File: src/rtl/seq_divider_16b_pkg.sv
// Shared definitions for the sequential restoring divider: state encoding,
// default width and the 4-bit carry-lookahead slice used by the trial subtractor.
package seq_divider_16b_pkg;

   localparam int N_DEF = 16;

   localparam logic [1:0] ST_IDLE_ENC = 2'd0;
   localparam logic [1:0] ST_RUN_ENC  = 2'd1;
   localparam logic [1:0] ST_FIX_ENC  = 2'd2;

   typedef enum logic [1:0] {
      ST_IDLE = ST_IDLE_ENC,
      ST_RUN  = ST_RUN_ENC,
      ST_FIX  = ST_FIX_ENC
   } state_t;

   // Iteration counter must hold the value n itself.
   function automatic int cnt_width(input int n);
      return $clog2(n) + 1;
   endfunction

   // Returns {carry_out, sum[3:0]}.
   function automatic logic [4:0] cla4(input logic [3:0] a, input logic [3:0] b, input logic c0);
      logic [3:0] g;
      logic [3:0] p;
      logic [4:0] c;
      g    = a & b;
      p    = a ^ b;
      c[0] = c0;
      c[1] = g[0] | (p[0] & c0);
      c[2] = g[1] | (p[1] & g[0]) | (p[1] & p[0] & c0);
      c[3] = g[2] | (p[2] & g[1]) | (p[2] & p[1] & g[0]) | (p[2] & p[1] & p[0] & c0);
      c[4] = g[3] | (p[3] & g[2]) | (p[3] & p[2] & g[1]) | (p[3] & p[2] & p[1] & g[0])
           | (p[3] & p[2] & p[1] & p[0] & c0);
      return {c[4], p ^ c[3:0]};
   endfunction

endpackage

File: src/rtl/seq_divider_16b_if.sv
// Request/response bundle between the execute-stage control and the divider.
interface seq_divider_16b_if #(parameter int N = 16);
   logic         start;
   logic         signed_op;
   logic [N-1:0] dividend;
   logic [N-1:0] divisor;
   logic         busy;
   logic         done;
   logic [N-1:0] quotient;
   logic [N-1:0] remainder;
   logic         div_by_zero;

   modport master (
      output start, signed_op, dividend, divisor,
      input  busy, done, quotient, remainder, div_by_zero
   );

   modport slave (
      input  start, signed_op, dividend, divisor,
      output busy, done, quotient, remainder, div_by_zero
   );
endinterface

File: src/rtl/seq_divider_16b_step.sv
// Combinational trial subtract T = R_shifted - D on cascaded 4-bit CLA slices
// (A + ~D + 1); no_borrow is the carry out of the (N+1)-bit chain.
module seq_divider_16b_step
   import seq_divider_16b_pkg::*;
#(
   parameter int N = N_DEF
)
(
   input  logic [N:0]   r_shift,
   input  logic [N-1:0] d,
   output logic [N-1:0] t,
   output logic         no_borrow
);

   localparam int W  = N + 1;
   localparam int NS = (W + 3) / 4;
   localparam int WP = NS * 4;

   logic [WP-1:0] a_p;
   logic [WP-1:0] bn_p;
   logic [WP-1:0] s_p;
   logic [NS:0]   c;
   logic          unused_hi;

   assign a_p  = WP'(r_shift);
   assign bn_p = ~(WP'(d));
   assign c[0] = 1'b1;

   for (genvar i = 0; i < NS; i++) begin : g_slice
      assign {c[i+1], s_p[4*i +: 4]} = cla4(a_p[4*i +: 4], bn_p[4*i +: 4], c[i]);
   end

   // Only the low N bits are ever kept: a restored remainder is always below D.
   assign t         = s_p[N-1:0];
   assign no_borrow = c[NS];
   assign unused_hi = ^s_p[WP-1:N];

endmodule

File: src/rtl/seq_divider_16b.sv
// Multi-cycle restoring divider (DIV/DIVU): one quotient bit per cycle,
// sign fix-up at the end, results held until the next accepted start.
//
//  state | meaning
//  IDLE  | waiting for start; outputs hold the last result
//  RUN   | N shift/trial-subtract iterations, then load the sign-fixed results
//  FIX   | results valid, done pulses for this one cycle
module seq_divider_16b
   import seq_divider_16b_pkg::*;
#(
   parameter int N = N_DEF
)
(
   input  logic             clk,
   input  logic             rst_n,
   seq_divider_16b_if.slave bus
);

   localparam int CW = cnt_width(N);

   state_t        state_q;
   state_t        state_d;
   logic [CW-1:0] cnt_q;
   logic [N-1:0]  r_q;
   logic [N-1:0]  q_q;
   logic [N-1:0]  d_q;
   logic          qs_q;
   logic          rs_q;
   logic [N-1:0]  quot_q;
   logic [N-1:0]  rem_q;
   logic          dbz_q;

   logic          busy;
   logic          done;
   logic          accept;
   logic          last_iter;
   logic          div_zero;
   logic          dvd_neg;
   logic          dvs_neg;
   logic [N-1:0]  dvd_abs;
   logic [N-1:0]  dvs_abs;
   logic [N:0]    trial_a;
   logic [N-1:0]  trial_t;
   logic          no_borrow;

   assign div_zero = (bus.divisor == '0);
   assign dvd_neg  = bus.signed_op & bus.dividend[N-1];
   assign dvs_neg  = bus.signed_op & bus.divisor[N-1];
   // -2^(N-1) negates to itself, which is exactly its unsigned magnitude.
   assign dvd_abs  = dvd_neg ? -bus.dividend : bus.dividend;
   assign dvs_abs  = dvs_neg ? -bus.divisor  : bus.divisor;

   assign trial_a  = {r_q, q_q[N-1]};

   seq_divider_16b_step #(.N(N)) u_step (
      .r_shift   (trial_a),
      .d         (d_q),
      .t         (trial_t),
      .no_borrow (no_borrow)
   );

   always_ff @(posedge clk or negedge rst_n) begin
      if (!rst_n) begin
         state_q <= ST_IDLE;
      end else begin
         state_q <= state_d;
      end
   end

   always_comb begin
      state_d   = state_q;
      busy      = 1'b0;
      done      = 1'b0;
      accept    = 1'b0;
      last_iter = 1'b0;
      case (state_q)
         ST_IDLE: begin
            if (bus.start) begin
               accept  = 1'b1;
               state_d = div_zero ? ST_FIX : ST_RUN;
            end
         end
         ST_RUN: begin
            busy = 1'b1;
            if (cnt_q == '0) begin
               last_iter = 1'b1;
               state_d   = ST_FIX;
            end
         end
         ST_FIX: begin
            busy    = 1'b1;
            done    = 1'b1;
            state_d = ST_IDLE;
         end
         default: state_d = ST_IDLE;
      endcase
   end

   always_ff @(posedge clk or negedge rst_n) begin
      if (!rst_n) begin
         cnt_q  <= '0;
         r_q    <= '0;
         q_q    <= '0;
         d_q    <= '0;
         qs_q   <= 1'b0;
         rs_q   <= 1'b0;
         quot_q <= '0;
         rem_q  <= '0;
         dbz_q  <= 1'b0;
      end else if (accept) begin
         cnt_q <= CW'(N);
         r_q   <= '0;
         q_q   <= dvd_abs;
         d_q   <= dvs_abs;
         qs_q  <= dvd_neg ^ dvs_neg;
         rs_q  <= dvd_neg;
         if (div_zero) begin
            quot_q <= '1;
            rem_q  <= bus.dividend;
            dbz_q  <= 1'b1;
         end
      end else if (last_iter) begin
         quot_q <= qs_q ? -q_q : q_q;
         rem_q  <= rs_q ? -r_q : r_q;
         dbz_q  <= 1'b0;
      end else if (state_q == ST_RUN) begin
         cnt_q <= cnt_q - CW'(1);
         q_q   <= {q_q[N-2:0], no_borrow};
         r_q   <= no_borrow ? trial_t : trial_a[N-1:0];
      end
   end

   assign bus.busy        = busy;
   assign bus.done        = done;
   assign bus.quotient    = quot_q;
   assign bus.remainder   = rem_q;
   assign bus.div_by_zero = dbz_q;

endmodule

File: src/flat_wrapper.sv
// flat-port wrapper written by rule: the top's interface ports become plain ports
module seq_divider_16b_flat import seq_divider_16b_pkg::*;
#(
   parameter int N = N_DEF
)
  (clk, rst_n, bus_start, bus_signed_op, bus_dividend, bus_divisor, bus_busy, bus_done, bus_quotient, bus_remainder, bus_div_by_zero);
  seq_divider_16b_if #(.N(N)) bus_i ();
  input  logic clk;
  input  logic rst_n;
  input wire logic [$bits(bus_i.start)-1:0] bus_start;
  input wire logic [$bits(bus_i.signed_op)-1:0] bus_signed_op;
  input wire logic [$bits(bus_i.dividend)-1:0] bus_dividend;
  input wire logic [$bits(bus_i.divisor)-1:0] bus_divisor;
  output wire logic [$bits(bus_i.busy)-1:0] bus_busy;
  output wire logic [$bits(bus_i.done)-1:0] bus_done;
  output wire logic [$bits(bus_i.quotient)-1:0] bus_quotient;
  output wire logic [$bits(bus_i.remainder)-1:0] bus_remainder;
  output wire logic [$bits(bus_i.div_by_zero)-1:0] bus_div_by_zero;
  assign bus_i.start = bus_start;
  assign bus_i.signed_op = bus_signed_op;
  assign bus_i.dividend = bus_dividend;
  assign bus_i.divisor = bus_divisor;
  assign bus_busy = bus_i.busy;
  assign bus_done = bus_i.done;
  assign bus_quotient = bus_i.quotient;
  assign bus_remainder = bus_i.remainder;
  assign bus_div_by_zero = bus_i.div_by_zero;
  seq_divider_16b #(.N(N)) u_core (.clk(clk), .rst_n(rst_n), .bus(bus_i));
endmodule
File: config.mk
export PLATFORM = sky130hd
export DESIGN_NAME = seq_divider_16b_flat
export DESIGN_NICKNAME = d
export VERILOG_FILES = /design/src/rtl/seq_divider_16b_pkg.sv /design/src/rtl/seq_divider_16b_if.sv /design/src/rtl/seq_divider_16b_step.sv /design/src/rtl/seq_divider_16b.sv /design/src/flat_wrapper.sv
export SDC_FILE = /design/constraint.sdc
export NUM_CORES = 1
export LEC_CHECK = 0
export CELL_PAD_IN_SITES_DETAIL_PLACEMENT = 1
export CELL_PAD_IN_SITES_GLOBAL_PLACEMENT = 1
export CORE_AREA = 5 5 123 137
export DETAILED_ROUTE_END_ITERATION = 16
export DIE_AREA = 0 0 128 142
export GPL_TIMING_DRIVEN = 0
export PLACE_DENSITY_LB_ADDON = 0.1
export SLEW_MARGIN = 20
export SYNTH_ARGS = -nofsm -noshare
export SYNTH_HDL_FRONTEND = slang
export SYNTH_SLANG_ARGS = --single-unit
File: constraint.sdc
create_clock -name clk -period 3.2 [get_ports clk]
set_input_delay 0.64 -clock clk [delete_from_list [all_inputs] [get_ports clk]]
set_output_delay 0.64 -clock clk [all_outputs]
set_load 0.005 [all_outputs]
# Yosys cells after proc, flatten, opt, wreduce, memory -nomap -nowiden
# Index checks and enable logic that the tools add are counted.
[totals] output_inout_bits=35 reg_bits=90 wordCells=192
[op_classes] addsub=5 eq_ne=6 n_mux=33 bitwise_logic=129 reduce_logical=9
[op_table] cell="two-way mux 16 bit" n=17
[op_table] cell="bitwise AND 1 bit" n=69
[op_table] cell="negation 16 bit" n=4
[op_table] cell="OR 1 bit" n=44
[op_table] cell="bitwise XOR 4 bit" n=8
[op_table] cell="inverter 16 -> 20 bit" n=1
[op_table] cell="bitwise AND 4 bit" n=4
[op_table] cell="logical NOT 16 bit" n=1
[op_table] cell="two-way mux 5 bit" n=3
[op_table] cell="two-way mux 1 bit" n=9
[op_table] cell="two-way mux 2 bit" n=3
[op_table] cell="AND reduction 2 bit" n=3
[op_table] cell="logical NOT 5 bit" n=1
[op_table] cell="subtractor 5 x 1 -> 5 bit (second input constant)" n=1
[op_table] cell="bitwise AND 1 x 4 -> 4 bit" n=1
[op_table] cell="!= test 2 x 1 -> 1 bit (second input constant)" n=2
[op_table] cell="!= test 2 bit (second input constant)" n=2
[op_table] cell="case mux 2 bit (2 select lines)" n=1
[op_table] cell="nonzero test 2 bit" n=2
[op_table] cell="bitwise XOR 1 x 4 -> 4 bit" n=1
[op_table] cell="== test 2 x 1 -> 1 bit (second input constant)" n=1
[op_table] cell="== test 2 bit (second input constant)" n=1
[op_table] cell="logical NOT 2 bit" n=1
[op_table] cell="OR reduction 2 bit" n=1
[op_table] cell="bitwise XOR 1 bit" n=1

# Longest topological paths before layout
# Gate-level depths: netlist of the first run.
[logic_depth] ltp_word=19 ltp_mapped=11 mapped_depth_nobuf=11

# Hierarchy
# Synthesis of the first run repeated with hierarchy kept, for this count alone.
[hier_totals] cells_unflattened=680 area_unflattened_um2=5880.6
[modules_own_cells] module="seq_divider_16b" n_inst=1 area_each_um2=5177.5 cells_each=588
[modules_own_cells] module="seq_divider_16b_step" n_inst=1 area_each_um2=703.2 cells_each=92

# Least setup slack after synthesis of the first run
# Ideal clock, no wire load.
[synth_timing] kind="reg-to-reg" start="register u_core.r_q[4]" end="register u_core.r_q[12]" arrival_ns=2.892 path_stages_with_launch=10 synth_period_minus_slack_ns=2.961 setup_slack_ns=0.239 required_time_ns=3.131 cell_sequence="dfrtp_1 ha_1 a21o_1 a311oi_4 a21oi_1 o21a_1 nor2_1 fa_1 or4_2 nand3_1"
[synth_between] elab_chain_len=15
[synth_lines] item="start: declaration" line="seq_divider_16b.sv:24" text="logic [N-1:0] r_q;"
[synth_lines] item="start signal: assignment" line="seq_divider_16b.sv:129" text="r_q <= no_borrow ? trial_t : trial_a[N-1:0];"
[synth_lines] item="bitwise AND 4 bit / bitwise XOR 4 bit (equally long branches)" line="seq_divider_16b_pkg.sv:27, seq_divider_16b_pkg.sv:28"
[synth_lines] item="bitwise AND 1 bit, on equally long branches" line="seq_divider_16b_pkg.sv:33, seq_divider_16b_pkg.sv:34"
[synth_lines] item="OR 1 bit, or another cell as far along" line="seq_divider_16b_pkg.sv:33" text="c[4] = g[3] | (p[3] & g[2]) | (p[3] & p[2] & g[1]) | (p[3] & p[2] & p[1] & g[0])"
[synth_lines] item="OR 1 bit / bitwise AND 1 bit (equally long branches)" line="seq_divider_16b_pkg.sv:33, seq_divider_16b_pkg.sv:34"
[synth_lines] item="OR 1 bit *" line="seq_divider_16b_pkg.sv:34" text="| (p[3] & p[2] & p[1] & p[0] & c0);"
[synth_lines] item="bitwise AND 1 bit *" line="seq_divider_16b_pkg.sv:34"
[synth_lines] item="OR 1 bit *" line="seq_divider_16b_pkg.sv:34"
[synth_lines] item="bitwise AND 1 bit" line="seq_divider_16b_pkg.sv:34"
[synth_lines] item="OR 1 bit" line="seq_divider_16b_pkg.sv:34"
[synth_lines] item="bitwise AND 1 bit" line="seq_divider_16b_pkg.sv:34"
[synth_lines] item="OR 1 bit" line="seq_divider_16b_pkg.sv:34"
[synth_lines] item="two-way mux 16 bit *" line="seq_divider_16b.sv:129"
[synth_lines] item="two-way mux 16 bit *" line="seq_divider_16b.sv:126" text="end else if (state_q == ST_RUN) begin"
[synth_lines] item="two-way mux 16 bit *" line="seq_divider_16b.sv:122" text="end else if (last_iter) begin"
[synth_lines] item="two-way mux 16 bit *" line="seq_divider_16b.sv:110" text="end else if (accept) begin"
# Every way passes the cells marked *; elsewhere a longest branch is shown, timed or not. The select of a mux whose other input is x is not followed.
# A chain may end at the register's enable or synchronous reset.

# Worst setup path in the final report of the first run
# Ends and elaborated chain as after synthesis.

==> impl_metrics.env, run 1 <==
export IMPL_leakagePower_uw=0.00312
export IMPL_num_rows=48
export IMPL_setup_viol=0
export IMPL_wl_per_cell_um=19.6
export IMPL_area_delta_synth_final_pct=23.7
export IMPL_synth_top_family_by_area="simple AND/OR/NAND/NOR gates"
export IMPL_crit_chain="ha_4, a21o_1, a311oi_4, a21oi_2, o21a_1, nor2_1, fa_1, or4_2, nand3_1"
export IMPL_core_area_um2=15400
export IMPL_path_max_fanout=7
export IMPL_rsz0062_at_grt="false"
export IMPL_rrSetupSlack_ns=0.1
export IMPL_htreeDepth=3
export IMPL_critPathLaunch="u_core.r_q[4]"
export IMPL_synth_distinct_cells=57
export IMPL_yosysSeqAreaShare_pct=38.5
export IMPL_worstMarginPinSlew_ns=0.691
export IMPL_synthTopCellsByArea="dfrtp_1 (38%), xnor2_1 (5.7%), ha_1 (5.6%), nand2_1 (5.4%), o21ai_0 (4.9%)"
export IMPL_die_w_um=128
export IMPL_hold_violations=0
export IMPL_cp_num_cells=9
export IMPL_avgViaCountPerCell=5.55
export IMPL_multi_input_area_um2=3320
export IMPL_grt_max_degree=48
export IMPL_dp_hpwl_um=14700
export IMPL_grt_pass1_wl_um=30600
export IMPL_finClkSkew_ns=0.00817
export IMPL_finalCriticalPeriod_ns=3.10
export IMPL_die_area_um2=18200
export IMPL_ys_async_sr_fraction_pct=100
export IMPL_critPathRequiredTime_ns=3.48
export IMPL_syn_inst=682
export IMPL_grt_usage_pct=21.4
export IMPL_numCtsBuffers=9
export IMPL_n_antenna_cell=0
export IMPL_finish_instance_area_um2=7240
export IMPL_start_util_pct=38.1
export IMPL_die_h_um=142
export IMPL_wl_um=19000
export IMPL_drive_above_1_share_pct=5.97
export IMPL_regArea_um2=2250
export IMPL_crit_slowest_cell="or4_2"
export IMPL_slew_viol_final=0
export IMPL_fmax_mhz=322
export IMPL_status="finished, final reports clean"
export IMPL_synthXorXnorAreaFrac_pct=10.0
export IMPL_first_pass_iters=4
export IMPL_path_clk_slew_ns=0.07
export IMPL_synth_top_area_share_pct=38.5
export IMPL_drc=0
export IMPL_synthSimpleGateAreaFrac_pct=18.9
export IMPL_placement_cell_area_um2=6830
export IMPL_cp_end_kind="flop"
export IMPL_antenna_found_initial=0
export IMPL_crit_end="u_core.r_q[12]"
export IMPL_synth_edff_count=0
export IMPL_synth_nets=747
export IMPL_rr_worst_depth=9
export IMPL_max_stage_delay_ns=0.67
export IMPL_yosysWarnings=0
export IMPL_r2r_end="u_core.r_q[12]"
export IMPL_timing_final_crit_share_pct=97.0
export IMPL_r2r_start="u_core.r_q[4]"
export IMPL_fin_cells=970
export IMPL_muxShareOfSynthArea_pct=2.39
export IMPL_layout_common_cells="dfrtp_1 (88), nand2_1 (85), clkdlybuf4s50_1 (69), o21ai_0 (57), a21oi_1 (51)"
export IMPL_synth_compound_area_share_pct=18.4
export IMPL_grt_pass1_vias=5786
export IMPL_synth_top_flop_cell="dfrtp_1"
export IMPL_cap_violations=0
export IMPL_max_slew_margin_pct=53.9
export IMPL_dpl_cell_count=953
export IMPL_worst_path_buf_inv=0
export IMPL_io_pins=71
export IMPL_vias=5387
export IMPL_synthAdderAreaFrac_pct=6.58
export IMPL_overflow=0
export IMPL_cp_arrival_ns=3.38
export IMPL_clk_insertion_delay_late_ns=0.35
export IMPL_startpoint_type="flop"
export IMPL_synth_top_area_cell="dfrtp_1"
export IMPL_ir_drop_mv=0.350
export IMPL_ant_nets=0
export IMPL_critPathTopFamily="compound AO/OA/AOI/OAI gates"
export IMPL_final_common_cell="dfrtp_1"
export IMPL_netlist_area_um2=5850
export IMPL_cts_buffer_depth=2
export IMPL_drtIter0Drc=320
export IMPL_syn_area_per_cell_um2=8.58
export IMPL_cts_hold_buf=0
export IMPL_cts_sinks=90
export IMPL_fill_cells=1837
export IMPL_cts_tree="yes"
export IMPL_ys_ff_latch=90
export IMPL_powerDensity_nw_per_um2=1060
export IMPL_path_class="reg2reg"
export IMPL_hold_class="in2async"
export IMPL_root_buffer="clkbuf_16"
export IMPL_port_buffers=70
export IMPL_fin_nets=830
export IMPL_place_congestion=0.848
## flip-flops by register name, summed over array words and instances (netlist names)
register                cells
u_core.r_q                 16
u_core.q_q                 16
u_core.bus.quotient        16
u_core.qs_q                 1
u_core.cnt_q                5
u_core.state_q              2
u_core.d_q                 16
u_core.bus.remainder       16
u_core.bus.div_by_zero      1
u_core.rs_q                 1
## final cells by class
| class | count | share of cell area, % |
|---|---|---|
| Multi-Input combinational cell | 518 | 45.9 |
| Sequential cell | 90 | 31.1 |
| Timing Repair Buffer | 72 | 10.2 |
| Tap cell | 200 | 3.46 |
| Clock buffer | 11 | 3.35 |
| Buffer | 36 | 2.28 |
| Inverter | 38 | 1.97 |
| Clock inverter | 5 | 1.73 |
## stage by stage
stage	utilization (%)	setup slack (ns)	hold WS, ns	setup TNS, ns	total power [uW]
floorplan	-	0.239	0.344	0	4820
global placement	44.3	-1.96	0.469	-176.35	6080
detailed placement	44.4	-0.159	0.471	-1.09	6260
CTS	46.8	0.00319	0.223	0	7650
global route	47.1	0.0142	0.237	0	8250
finish	47.1	0.0966	0.212	0	7670
## layer usage
layer / GRT usage [%] / part of all wire (%) / vias up
li1: - / - / 2564
met3: 2.55 / 3.1 / 38
met2: 38.9 / 52 / 128
met1: 25.2 / 41 / 2657
met4: 9.83 / 4.1 / 0
met5: 0 / 0 / -
## worst reg2reg max path: cells and delay by family (launching register included)
kind / cells / cell delay (ns)
adder cells (fa/ha/maj): 2 / 0.68
AND/OR/NAND/NOR: 3 / 0.90
AO/OA/AOI/OAI: 4 / 0.99
flip-flops: 1 / 0.48
## logic make-up after synthesis
group	Yosys count
flip-flops	90
buffers and inverters	74
XOR/XNOR	67
adder cells (fa/ha/maj)	29
AO/OA/AOI/OAI	176
multiplexers	14
AND/OR/NAND/NOR	232
## cell usage after synthesis, types with 5 or more instances
cell type,instances
nand2_1,85
xnor2_1,38
and3_1,7
o41ai_1,5
or3_1,7
ha_1,26
nor3_1,24
nand2b_1,5
nand3_1,16
nor2_1,49
xor2_1,29
or4_2,5
o31ai_1,8
clkbuf_1,30
a31oi_1,21
inv_1,38
a21oi_1,52
dfrtp_1,90
a211oi_1,6
o21ai_0,57
mux2i_1,14
nor4_1,7
## where the power goes
part | total (uW) | switching, uW | internal, uW
Combinational | 4180 | 2290 | 1890
Clock | 1340 | 479 | 864
Sequential | 2150 | 525 | 1620
## worst min-delay path by stage
stage	start	end	slack [ns]
after floorplan	rst_n	u_core.bus.div_by_zero	0.34
after detailed placement	u_core.d_q[3]	u_core.d_q[3]	0.47
after global placement	u_core.d_q[11]	u_core.d_q[11]	0.47
after global routing	rst_n	u_core.bus.quotient[8]	0.24
after CTS	rst_n	u_core.bus.quotient[8]	0.22
final	rst_n	u_core.bus.quotient[8]	0.21
## timing repair
action	CTS	global route
setup buffers	0	1
endpoints found under the setup margin	1	1
pin swaps	1	1
resized for setup	0	6
No activity file was read; power rests on OpenSTA's default activity.
==> run 2: changes to the inputs <==
CORE_AREA = 5 5 113 126   (was 5 5 123 137)
CTS_BUF_LIST = sky130_fd_sc_hd__clkbuf_4   (was not set)
DIE_AREA = 0 0 118 131   (was 0 0 128 142)
clock period = 4 ns   (was 3.2 ns; I/O delays follow)
==> impl_metrics.env, run 2 (synthesis gave the netlist of run 1 again) <==
export IMPL_fill_cells=1543
export IMPL_vias=5416
export IMPL_cp_end_kind="flop"
export IMPL_fmax_mhz=302
export IMPL_multi_input_area_um2=3290
export IMPL_slew_viol_final=0
export IMPL_num_rows=44
export IMPL_fin_util_pct=54.1
export IMPL_cts_sinks=90
export IMPL_antenna_found_initial=1
export IMPL_dp_slack_ns=0.465
export IMPL_finish_instance_area_um2=6970
export IMPL_crit_chain="ha_1, a21o_1, a311oi_4, a21oi_1, o21a_1, nor2_1, fa_1, or4_2, nand3_1"
export IMPL_leakagePower_uw=0.00303
export IMPL_cp_arrival_ns=3.70
export IMPL_drive_above_1_share_pct=5.21
export IMPL_p_seq_share_pct=30.2
export IMPL_path_class="reg2reg"
export IMPL_first_pass_iters=5
export IMPL_internal_power_uw=3100
export IMPL_drc=0
export IMPL_setup_viol=0
export IMPL_avgViaCountPerCell=5.82
export IMPL_regArea_um2=2250
export IMPL_fin_nets=829
export IMPL_overflow=0
export IMPL_path_clk_slew_ns=0.15
export IMPL_ant_nets=0
export IMPL_die_area_um2=15500
export IMPL_finalCriticalPeriod_ns=3.31
export IMPL_grt_pass1_wl_um=30100
export IMPL_crit_slowest_cell="or4_2"
export IMPL_max_slew_margin_pct=47.4
export IMPL_numCtsBuffers=9
export IMPL_htreeDepth=3
export IMPL_final_common_cell="dfrtp_1"
export IMPL_grt_pass1_vias=5856
export IMPL_cts_tree="yes"
export IMPL_layout_common_cells="dfrtp_1 (90), nand2_1 (85), clkdlybuf4s50_1 (69), o21ai_0 (57), a21oi_1 (52)"
export IMPL_wl_um=18600
export IMPL_path_max_fanout=7
export IMPL_wl_per_cell_um=20.0
export IMPL_worstMarginPinSlew_ns=0.789
export IMPL_start_util_pct=45.4
export IMPL_rsz0062_at_grt="false"
export IMPL_critPathRequiredTime_ns=4.39
export IMPL_io_pins=71
export IMPL_grt_max_degree=48
export IMPL_critPathTopFamily="compound AO/OA/AOI/OAI gates"
export IMPL_status="finished, final reports clean"
export IMPL_die_w_um=118
export IMPL_cts_hold_buf=0
export IMPL_comb_power_share_pct=58.2
export IMPL_cap_violations=0
export IMPL_ir_drop_mv=0.329
export IMPL_place_congestion=0.909
export IMPL_setup_ws_ns=0.688
export IMPL_core_area_um2=12900
export IMPL_powerDensity_nw_per_um2=814
export IMPL_worst_path_buf_inv=0
export IMPL_switching_power_uw=2570
export IMPL_placement_cell_area_um2=6790
export IMPL_switching_share_pct=45.4
export IMPL_area_delta_synth_final_pct=19.0
export IMPL_setup_tns_final_ns=0
export IMPL_grt_usage_pct=24.4
export IMPL_startpoint_type="flop"
export IMPL_critPathLaunch="u_core.r_q[4]"
export IMPL_cts_resized=0
export IMPL_drtIter0Drc=304
export IMPL_clk_insertion_delay_late_ns=0.46
export IMPL_die_h_um=131
export IMPL_finClkSkew_ns=0.0168
export IMPL_cts_buffer_depth=2
export IMPL_r2r_start="u_core.r_q[4]"
export IMPL_postCtsSetupRepairBufs=0
export IMPL_port_buffers=70
export IMPL_root_buffer="clkbuf_4"
export IMPL_max_stage_delay_ns=0.66
export IMPL_hold_violations=0
export IMPL_dp_hpwl_um=14500
export IMPL_clkPwrFrac_pct=11.6
export IMPL_timing_final_crit_share_pct=82.8
export IMPL_hold_class="in2async"
-- run 2: worst paths after layout --
| kind | endpoint | slack (ns) | cells past startpoint |
|---|---|---|---|
| max | u_core.r_q[12] | 0.69 | 9 |
| min | u_core.bus.quotient[9] | 0.23 | 1 |
| max reg2reg | u_core.r_q[12] | 0.69 | 9 |
| min reg2reg | u_core.bus.remainder[10] | 0.49 | 1 |
| max in group asynchronous | u_core.d_q[10] | 3.16 | 2 |
| min in group clk | u_core.bus.remainder[10] | 0.49 | 1 |
-- run 2: routing by layer --
metal / vias to the layer above / track usage (%) / share of wire [%]
li1: 2551 / - / -
met1: 2693 / 28.4 / 41
met2: 133 / 45.7 / 52
met3: 39 / 2.88 / 3.6
met4: 0 / 10.5 / 3.2
met5: - / 0 / 0
-- run 2: layout make-up --
cell class / count / area share [%]
clock buffers: 10 / 1.08
plain buffers: 36 / 2.37
flip-flops and latches: 90 / 32.3
multi-input cells: 518 / 47.3
well taps: 161 / 2.89
diodes: 1 / 0.0359
inverters: 38 / 2.05
repair buffers: 71 / 10.5
clock inverters: 5 / 1.49
-- run 2: power groups by stage --
stage	combinational, uW	sequential (uW)	clock (uW)
after CTS	3300	1710	657
after detailed placement	3270	1730	0
after global routing	3670	1780	692
after global placement	3120	1710	0
after floorplan	2250	1610	0
final	3300	1710	657
-- run 2: worst register-to-register path: cells and delay by family (launching register included) --
kind / cells / cell delay [ns]
flops: 1 / 0.49
fa+ha+maj: 2 / 0.81
compound gates: 4 / 1.08
simple gates: 3 / 0.87
-- run 2: through the flow --
step,std cells,power (uW),hold WS [ns]
2_1_floorplan,682,3860,0.450
3_3_place_gp,913,4830,0.462
3_5_place_dp,914,5000,0.469
4_1_cts,929,5670,0.253
5_1_grt,930,6130,0.252
6_report,930,5670,0.233
==> run 3: changes to the inputs <==
CORE_AREA = 5 5 116 129   (was 5 5 113 126)
DIE_AREA = 0 0 121 134   (was 0 0 118 131)
clock period = 3.3 ns   (was 4 ns; I/O delays follow)
==> impl_metrics.env, run 3 (synthesis gave the netlist of run 1 again) <==
export IMPL_status="finished, final reports clean"
export IMPL_first_pass_iters=4
export IMPL_cap_violations=0
export IMPL_slew_viol_final=0
export IMPL_fin_util_pct=51.5
export IMPL_r2r_end="u_core.r_q[12]"
export IMPL_grt_pass1_vias=5825
export IMPL_path_max_fanout=5
export IMPL_startpoint_type="flop"
export IMPL_met3_wirelength_um=509
export IMPL_path_clk_slew_ns=0.16
export IMPL_worstHoldStart="u_core.d_q[9]"
export IMPL_critPathTopFamily="simple AND/OR/NAND/NOR gates"
export IMPL_drt_met1_wl_um=7750
export IMPL_hold_violations=0
export IMPL_switching_power_uw=3110
export IMPL_dp_slack_ns=-0.117
export IMPL_min_to="u_core.d_q[9]"
export IMPL_overflow=0
export IMPL_vias=5421
export IMPL_cp_arrival_ns=3.62
export IMPL_fmax_mhz=313
export IMPL_avgViaCountPerCell=5.64
export IMPL_drive_above_1_share_pct=5.70
export IMPL_setup_viol=0
export IMPL_fin_cells=961
export IMPL_core_area_um2=13600
export IMPL_top_layer="met4"
export IMPL_crit_chain="ha_1, o21a_1, o221ai_2, a21oi_1, o21a_1, nor2_1, fa_1, or4_2, nand3_1"
export IMPL_worst_path_buf_inv=0
export IMPL_hold_class="reg2reg"
export IMPL_comb_power_share_pct=59.4
export IMPL_place_congestion=0.862
export IMPL_critPathRequiredTime_ns=3.73
export IMPL_switching_share_pct=46.3
export IMPL_area_delta_synth_final_pct=19.4
export IMPL_powerDensity_nw_per_um2=961
export IMPL_p_seq_share_pct=30.8
export IMPL_port_buffers=70
export IMPL_grt_pass1_wl_um=30200
export IMPL_antenna_found_initial=1
export IMPL_holdWs_ns=0.501
export IMPL_internal_power_uw=3600
export IMPL_grt_usage_pct=23.7
export IMPL_setup_ws_ns=0.108
export IMPL_die_h_um=134
export IMPL_fin_nets=832
export IMPL_ant_nets=0
export IMPL_grt_max_degree=67
export IMPL_io_pins=71
export IMPL_rr_worst_depth=9
export IMPL_drc=0
export IMPL_finalCriticalPeriod_ns=3.19
export IMPL_cts_buffer_depth=2
export IMPL_timing_final_crit_share_pct=96.7
export IMPL_leakagePower_uw=0.00301
export IMPL_cp_end_kind="flop"
export IMPL_rrSetupSlack_ns=0.11
export IMPL_crit_top_cell="o21a_1"
export IMPL_clk_insertion_delay_late_ns=0.50
export IMPL_die_w_um=121
export IMPL_crit_slowest_cell="or4_2"
export IMPL_wl_per_cell_um=19.2
export IMPL_fill_cells=1646
export IMPL_path_class="reg2reg"
export IMPL_dpl_cell_count=941
export IMPL_start_util_pct=43.1
export IMPL_final_common_cell="dfrtp_1"
export IMPL_die_area_um2=16200
export IMPL_cp_num_cells=9
export IMPL_wl_um=18500
export IMPL_numCtsBuffers=9
export IMPL_r2r_start="u_core.q_q[15]"
export IMPL_dp_hpwl_um=14400
export IMPL_rsz0062_at_grt="false"
export IMPL_htreeDepth=3
export IMPL_whs_path_depth=2
export IMPL_clkPwrFrac_pct=9.7
export IMPL_drtIter0Drc=296
export IMPL_finClkSkew_ns=0.0206
export IMPL_num_rows=45
export IMPL_cts_sinks=90
export IMPL_layout_common_cells="dfrtp_1 (89), nand2_1 (85), clkdlybuf4s50_1 (69), o21ai_0 (57), a21oi_1 (52)"
export IMPL_worstMarginPinSlew_ns=0.739
export IMPL_ir_drop_mv=0.382
export IMPL_max_slew_margin_pct=50.7
export IMPL_cts_tree="yes"
export IMPL_wl_met2_um=9510
export IMPL_max_stage_delay_ns=0.67
export IMPL_root_buffer="clkbuf_4"
[run 3: cell types whose count changed in the layout (fill, tap and decap cells not counted), sizes merged]
cell,previous run,this run
buf,8,10
bufinv,3,1
clkbuf,40,39
clkinv,2,3
clkinvlp,0,3
dlygate4sd3,0,1
[run 3: power by group through the flow]
stage                     sequential (uW)  clock (uW)  combinational (uW)
after floorplan                      1950           0                2730
after global placement               2070           0                3780
after detailed placement             2100           0                3960
after CTS                            2070         667                3980
after global routing                 2150         707                4440
final                                2070         653                3990
[run 3: cell type report]
type	count	area, um2	share of cell area, %
Clock buffer	9	67.6	0.967
Inverter	38	143	2.04
Timing Repair Buffer	74	754	10.8
Antenna cell	1	2.50	0.0358
Sequential cell	90	2250	32.2
Multi-Input combinational cell	518	3300	47.2
Clock inverter	7	70.1	1.00
Buffer	36	165	2.36
Tap cell	188	235	3.37
[run 3: worst min-delay path, cell delays in order, from the launching register on]
cell	delay [ns]
dfrtp_1	0.37
nand2_1	0.05
o21ai_0	0.06
[run 3: worst max-delay path by stage]
stage	start	to	slack [ns]
6_report	u_core.q_q[15]	u_core.r_q[12]	0.11
5_1_grt	u_core.q_q[15]	u_core.r_q[12]	0.01
4_1_cts	u_core.r_q[4]	u_core.r_q[12]	0.02
3_5_place_dp	bus_divisor[5]	u_core.bus.remainder[14]	-0.12
3_3_place_gp	rst_n	u_core.r_q[6]	-1.86
2_1_floorplan	u_core.r_q[4]	u_core.r_q[12]	0.34
[run 3: repair_timing]
| action | 4_1_cts | 5_1_grt |
|---|---|---|
| hold buffers | 1 | 0 |
| hold endpoints to repair | 24 | 0 |
| pin swaps | 1 | 1 |
| buffers inserted | 0 | 2 |
| resized for setup | 0 | 2 |
| setup endpoints to repair | 1 | 1 |
[run 3: layer usage]
metal / vias up / track usage [%]
met5: - / 0
met4: 0 / 10.9
met3: 45 / 2.70
met2: 123 / 42.7
met1: 2695 / 28.1
li1: 2558 / -
[run 3: through the flow]
stage | total power, uW | TNS, ns | instance area, um2
floorplan | 4680 | 0 | 5850
global placement | 5850 | -166.93 | 6790
detailed placement | 6050 | -0.386 | 6820
CTS | 6720 | 0 | 6970
global route | 7290 | 0 | 6990
finish | 6710 | 0 | 6990
